$ cat src/rtl/arb_pkg.sv
// rtl/arb_pkg.sv - Shared FSM state type, policy codes and bus_state packing for the bus arbiter
package arb_pkg;

   typedef enum logic [1:0] {
      IDLE    = 2'd0,
      GRANT   = 2'd1,
      BUSY    = 2'd2,
      RELEASE = 2'd3
   } arb_state_e;

   localparam int RR_FIXED = 0;
   localparam int RR_ROUND = 1;

   function automatic logic [31:0] pack_bus_state(input logic [15:0] sid,
                                                  input logic [15:0] mid,
                                                  input int          m_w);
      return ({16'd0, sid} << m_w) | {16'd0, mid};
   endfunction

endpackage

$ cat src/rtl/arb_rr_picker.sv
// rtl/arb_rr_picker.sv - Combinational rotate-priority picker: first valid index at or after start, wrapping
module arb_rr_picker #(
   parameter int N = 2,
   parameter int W = 1
) (
   input  logic [N-1:0] valid,
   input  logic [W-1:0] start,
   output logic [W-1:0] winner,
   output logic         found
);

   logic [2*N-1:0] rotated;
   logic [W:0]     sum;

   // Doubling the vector turns the wrap-around search into a plain low-to-high scan.
   always_comb begin
      rotated = {valid, valid} >> start;
      winner  = '0;
      found   = 1'b0;
      sum     = '0;
      for (int k = 0; k < N; k++) begin
         if (!found && rotated[k]) begin
            found  = 1'b1;
            sum    = {1'b0, start} + (W+1)'(k);
            winner = (sum >= (W+1)'(N)) ? W'(sum - (W+1)'(N)) : sum[W-1:0];
         end
      end
   end

endmodule

$ cat src/rtl/arbiter_core_rr.sv
// rtl/arbiter_core_rr.sv - Central bus arbiter (fixed/round-robin) with grant timeout; ARB_PREEMPT_EN adds hold-limit preemption
module arbiter_core_rr
   import arb_pkg::*;
#(
   parameter int NO_MASTERS = 2,
   parameter int NO_SLAVES  = 3,
   parameter int THRESH     = 10000000,
   parameter int RR_MODE    = 1,
   parameter int S_ID_WIDTH = $clog2(NO_SLAVES+1),
   parameter int M_ID_WIDTH = $clog2(NO_MASTERS)
) (
   input  logic                                  clk,
   input  logic                                  rstN,
   input  logic [NO_MASTERS-1:0]                 req,
   input  logic [NO_MASTERS-1:0][S_ID_WIDTH-1:0] slave_id,
   input  logic [NO_MASTERS-1:0]                 done,
   input  logic                                  ready,
   output logic [NO_MASTERS-1:0]                 grant,
   output logic [S_ID_WIDTH+M_ID_WIDTH-1:0]      bus_state,
   output logic                                  timeout,
   output logic                                  busy
);

   localparam int               CNT_W   = $clog2(THRESH+1);
   localparam logic [CNT_W-1:0] CNT_MAX = CNT_W'(THRESH);
   localparam int               BS_W    = S_ID_WIDTH + M_ID_WIDTH;

`ifdef ARB_PREEMPT_EN
   localparam bit PREEMPT_EN = 1'b1;
`else
   localparam bit PREEMPT_EN = 1'b0;
`endif

   arb_state_e                state;
   logic [M_ID_WIDTH-1:0]     owner;
   logic [M_ID_WIDTH-1:0]     rr_ptr;
   logic [M_ID_WIDTH-1:0]     ptr_next;
   logic [M_ID_WIDTH-1:0]     pick_start;
   logic [M_ID_WIDTH-1:0]     pick_idx;
   logic                      pick_found;
   logic [NO_MASTERS-1:0]     req_valid;
   logic [NO_MASTERS-1:0]     owner_oh;
   logic [CNT_W-1:0]          cnt;
   logic [CNT_W-1:0]          cnt_inc;
   logic                      cnt_hit;
   logic                      owner_req;
   logic                      owner_done;
   logic                      others_pending;
   logic                      rel_now;
   logic                      tmo_now;

   // Requests aimed at slave 0 or beyond the last slave never compete.
   always_comb begin
      req_valid = '0;
      for (int i = 0; i < NO_MASTERS; i++) begin
         req_valid[i] = req[i] && (slave_id[i] != '0) && (int'(slave_id[i]) <= NO_SLAVES);
      end
   end

   assign pick_start = (RR_MODE == RR_ROUND) ? rr_ptr : '0;

   arb_rr_picker #(
      .N (NO_MASTERS),
      .W (M_ID_WIDTH)
   ) u_picker (
      .valid  (req_valid),
      .start  (pick_start),
      .winner (pick_idx),
      .found  (pick_found)
   );

   assign owner_oh       = NO_MASTERS'(1) << owner;
   assign owner_req      = req[owner];
   assign owner_done     = done[owner];
   assign others_pending = |(req_valid & ~owner_oh);
   assign ptr_next       = (owner == M_ID_WIDTH'(NO_MASTERS-1)) ? '0 : owner + 1'b1;
   assign cnt_inc        = (cnt == CNT_MAX) ? CNT_MAX : cnt + 1'b1;
   assign cnt_hit        = (cnt_inc == CNT_MAX);

   // Owner abort takes precedence over the limit, so a dropped request never reports a timeout.
   always_comb begin
      rel_now = 1'b0;
      tmo_now = 1'b0;
      if (state == GRANT && !ready) begin
         if (!owner_req) begin
            rel_now = 1'b1;
         end else if (cnt_hit) begin
            rel_now = 1'b1;
            tmo_now = 1'b1;
         end
      end else if (state == BUSY) begin
         if (owner_done) begin
            rel_now = 1'b1;
         end else if (PREEMPT_EN && cnt_hit && others_pending) begin
            rel_now = 1'b1;
            tmo_now = 1'b1;
         end
      end
   end

   always_ff @(posedge clk or negedge rstN) begin
      if (!rstN) begin
         state     <= IDLE;
         owner     <= '0;
         rr_ptr    <= '0;
         cnt       <= '0;
         grant     <= '0;
         bus_state <= '0;
         timeout   <= 1'b0;
         busy      <= 1'b0;
      end else begin
         timeout <= 1'b0;
         case (state)
            IDLE: begin
               cnt <= '0;
               if (pick_found) begin
                  state     <= GRANT;
                  owner     <= pick_idx;
                  grant     <= NO_MASTERS'(1) << pick_idx;
                  bus_state <= BS_W'(pack_bus_state(16'(slave_id[pick_idx]), 16'(pick_idx), M_ID_WIDTH));
                  busy      <= 1'b1;
               end
            end
            GRANT, BUSY: begin
               if (rel_now) begin
                  state     <= RELEASE;
                  grant     <= '0;
                  bus_state <= '0;
                  busy      <= 1'b0;
                  timeout   <= tmo_now;
               end else if (state == GRANT && ready) begin
                  state <= BUSY;
                  cnt   <= '0;
               end else if (state == GRANT || PREEMPT_EN) begin
                  cnt <= cnt_inc;
               end
            end
            RELEASE: begin
               state  <= IDLE;
               rr_ptr <= ptr_next;
            end
            default: state <= IDLE;
         endcase
      end
   end

endmodule

$ cat config.mk
export PLATFORM = sky130hd
export DESIGN_NAME = arbiter_core_rr
export DESIGN_NICKNAME = d
export VERILOG_FILES = /design/src/rtl/arb_pkg.sv /design/src/rtl/arb_rr_picker.sv /design/src/rtl/arbiter_core_rr.sv
export SDC_FILE = /design/constraint.sdc
export NUM_CORES = 1
export LEC_CHECK = 0
export BUFFER_PORTS_ARGS = -buffer_cell sky130_fd_sc_hd__buf_4
export CAP_MARGIN = 10
export CORE_UTILIZATION = 63
export CTS_BUF_LIST = sky130_fd_sc_hd__clkbuf_4
export CTS_CLUSTER_DIAMETER = 50
export CTS_CLUSTER_SIZE = 25
export DETAILED_ROUTE_END_ITERATION = 12
export PLACE_DENSITY = 0.9
export SYNTH_ARGS = -nofsm -noshare
export SYNTH_HDL_FRONTEND = slang
export SYNTH_SLANG_ARGS = --single-unit
$ cat constraint.sdc
create_clock -name clk -period 3.75 [get_ports clk]
set_input_delay 0.5625 -clock clk [delete_from_list [all_inputs] [get_ports clk]]
set_output_delay 0.5625 -clock clk [all_outputs]
set_load 0.02 [all_outputs]
==> results.md <==
* R2r setup slk at ~490 ps
* Nets at 318
* Number of global-route vias before repair at 2,217
* Design Power at 1.58 mW
* Post CTS Setup Buffer Count at 0
* Wire length per cell at 16.8 microns
* Most frequent cells in the layout: 34 x dfrtp_1, 27 x o21ai_0, 25 x nor2_1, 25 x nand2_1, 18 x a21oi_1
* Layout Utilization at a little over two thirds
* I/O Buffers at 17
* Iter 0 DRT Violations at around 170
* RSZ-0062 raised after global routing: false
* Area growth from synthesis to layout at 3.44%
* Min-delay worst type: input pin to asynchronous set/reset pin
* IR drop worst, VDD at 343 uV
* Hold_buf cts at 0
* Minimum clock period at 3260 ps
* Fin. max-slew vios at 0
* Power share of the clock group at 13.2%
* Die Wd at around 66 microns
* Area after DPL at 2580 sq um
* Worst-margin pin slew at roughly 800 ps
* Setup crit end kind: register
* Post-route insts no fill at ~350
* FF-to-FF Start: cnt[0]
* Final RePlAce weighted congestion at 0.969
* Mapped Cells at slightly below 300
* Internal power at 0.788 mW
* Layout cells sized above 1 at around 15%
* Total track usage at a little under a third
* H-tree depth at 2
* Num Clock Sinks at 34
* Final setup viols at 0
* Vias/cell at 6.68
* Worst R2R Path Depth at 9
* Mapped Nets at 316
* Vias at 2,324
* Register area share after synthesis at 33.4%
* # diodes at 0
* DR DRC count at 0
* Final ANT Viol Nets at 0
* Seq pwr share at 31.2%
* Maximum clock frequency at 307 MHz
* Setup_tns at 0 ps
* Gr ovfl total at 0
* Die ar. at 4300 sq um
* Commonest non-fill, non-tap cell in the layout: dfrtp_1
* Synthesized area per cell at 8.55 sq um
* Dpl cells at 341
* Io pins at 18
* Pwr Density at around 600 nW/um^2
* Initial core utilization at 67.6%
* Dpl ws at 577 ps
* Core Footprint at 3770 sq um
* Final period utilization at roughly 87%
* Die Ht at roughly 66 microns
* Clock skew at 13.1 ps
* Syn Std Cell Area at 2550 sq um
* Post-CTS sizing at 0
* Worst setup margin at 492 ps
* CTS clk-pin slew, worst paths at 110 ps
* Worst r2r dst: cnt[23]
* Standard-cell rows at 22
* Pin count of the biggest net entering global routing at 35
* Req. time, crit path at 3970 ps
* Synth cell types at 56
* Number of CTS-inserted buffers at 5
* Final Hold Vio Count at 0
* Final WL at 5840 microns
* Outcome: finished, final reports clean
* Skew-Pair Late Insertion Delay at 350 ps
* Max-cap violations at 0
* Setup crit start kind: register
* Sw frac at around half
* Static leakage at 1.06 nW
* Comb power frac at a little under three fifths
* Slew Limit Headroom at 47.4%
* Flops & latches, synth at 34
* Drt pass-1 iters at 5
* Design area at 2640 sq um
* Min Hold Slack at 130 ps
* CTS tree: yes
* CP arrival at 3480 ps
* Root Buffer: clkbuf_4
* Psw at 0.787 mW
* Initial antenna violation count at 0
* First-pass GRT wire length at 9960 microns
* Syn. warnings at 0
* Max FO, Critical Path at 31
* Clock Path Buffers at 2
* Hpwl dp at 4160 microns
* CP Class: register to register
worst max path at each step:
stage / startpoint / to / slack, ps / depth (start not counted)
after floorplan: cnt[1] / cnt[23] / 1090 / 11
after global placement: cnt[0] / cnt[23] / 630 / 9
after detailed placement: cnt[0] / cnt[23] / 580 / 9
after CTS: cnt[0] / cnt[23] / 540 / 9
after global routing: cnt[0] / cnt[23] / 270 / 9
final: cnt[0] / cnt[23] / 490 / 9
flip-flops by register name, indices dropped and copies added, names as in the netlist:
register,count
cnt,24
grant,1
owner,1
timeout,1
state,2
busy,1
bus_state,3
pick_start,1
Yosys cell counts, drive strengths merged:
master / instances / area, sq um
mux2: 3 / 33.8
a31oi: 4 / 25.0
o21a: 1 / 7.51
nand2b: 2 / 12.5
o22a: 3 / 26.3
inv: 15 / 56.3
a41oi: 1 / 8.76
nand4: 12 / 75.1
nor4: 4 / 25.0
o2bb2ai: 1 / 8.76
nand3: 18 / 133
xor2: 1 / 8.76
clkbuf: 4 / 16.3
nand3b: 1 / 7.51
mux2i: 5 / 50.1
xnor2: 4 / 35.0
nand2: 25 / 93.8
o21bai: 3 / 22.5
nor3b: 2 / 15.0
o41ai: 4 / 42.6
and4: 2 / 17.5
or3: 5 / 31.3
ha: 7 / 87.6
a22o: 1 / 8.76
a2111oi: 1 / 15.0
and3: 4 / 25.0
nor3: 8 / 40.0
o22ai: 1 / 6.26
nor2: 25 / 93.8
a21o: 3 / 22.5
a22oi: 2 / 15.0
nand4b: 2 / 17.5
a21oi: 18 / 90.1
dfrtp: 34 / 851
o21ai: 31 / 159
o32a: 1 / 10.0
o31ai: 14 / 154
and2: 3 / 18.8
a211oi: 1 / 7.51
or4: 3 / 30.0
a31o: 1 / 8.76
buf: 18 / 136
power groups by stage:
stage	sequential (mW)	clock (mW)	combinational, mW
6_report	0.492	0.208	0.875
5_1_grt	0.501	0.229	0.971
4_1_cts	0.489	0.212	0.863
3_5_place_dp	0.497	0	0.861
3_3_place_gp	0.490	0	0.831
2_1_floorplan	0.495	0	0.706
logic make-up (layout without fill, tap and decap cells):
logic type,after synthesis,in the layout,share of synthesized area (%)
simple gates,116,116,24.9
mux,8,8,3.29
fa+ha+maj,7,7,3.44
xor+xnor,5,5,1.72
compound gates,91,91,25.0
flops,34,34,33.4
buf+inv,37,39,8.20
area by class of cell:
type | instances | area, sq um
Tap cell | 48 | 60.1
Fill cell | 306 | 1130
Clock buffer | 7 | 52.6
Multi-Input combinational cell | 227 | 1490
Timing Repair Buffer | 17 | 128
Inverter | 15 | 56.3
Sequential cell | 34 | 851
worst max-delay path, stage by stage (launching register included):
cell and delay, ps:
dfrtp_1 510, ha_1 400, nand3_4 160, or4_1 590, xor2_1 250, a2111oi_2 80, nand4_1 130, nand3_2 420
o21ai_0 470, o31ai_4 110
routing by layer:
metal / GRT usage, % / vias up / part of all wire [%]
li1: - / 1100 / -
met2: 48.2 / 83 / 47
met4: 13.6 / 0 / 1.7
met3: 6.25 / 11 / 6.9
met5: 0 / - / 0
met1: 40.1 / 1130 / 45
No activity file was read; power rests on OpenSTA's default activity.
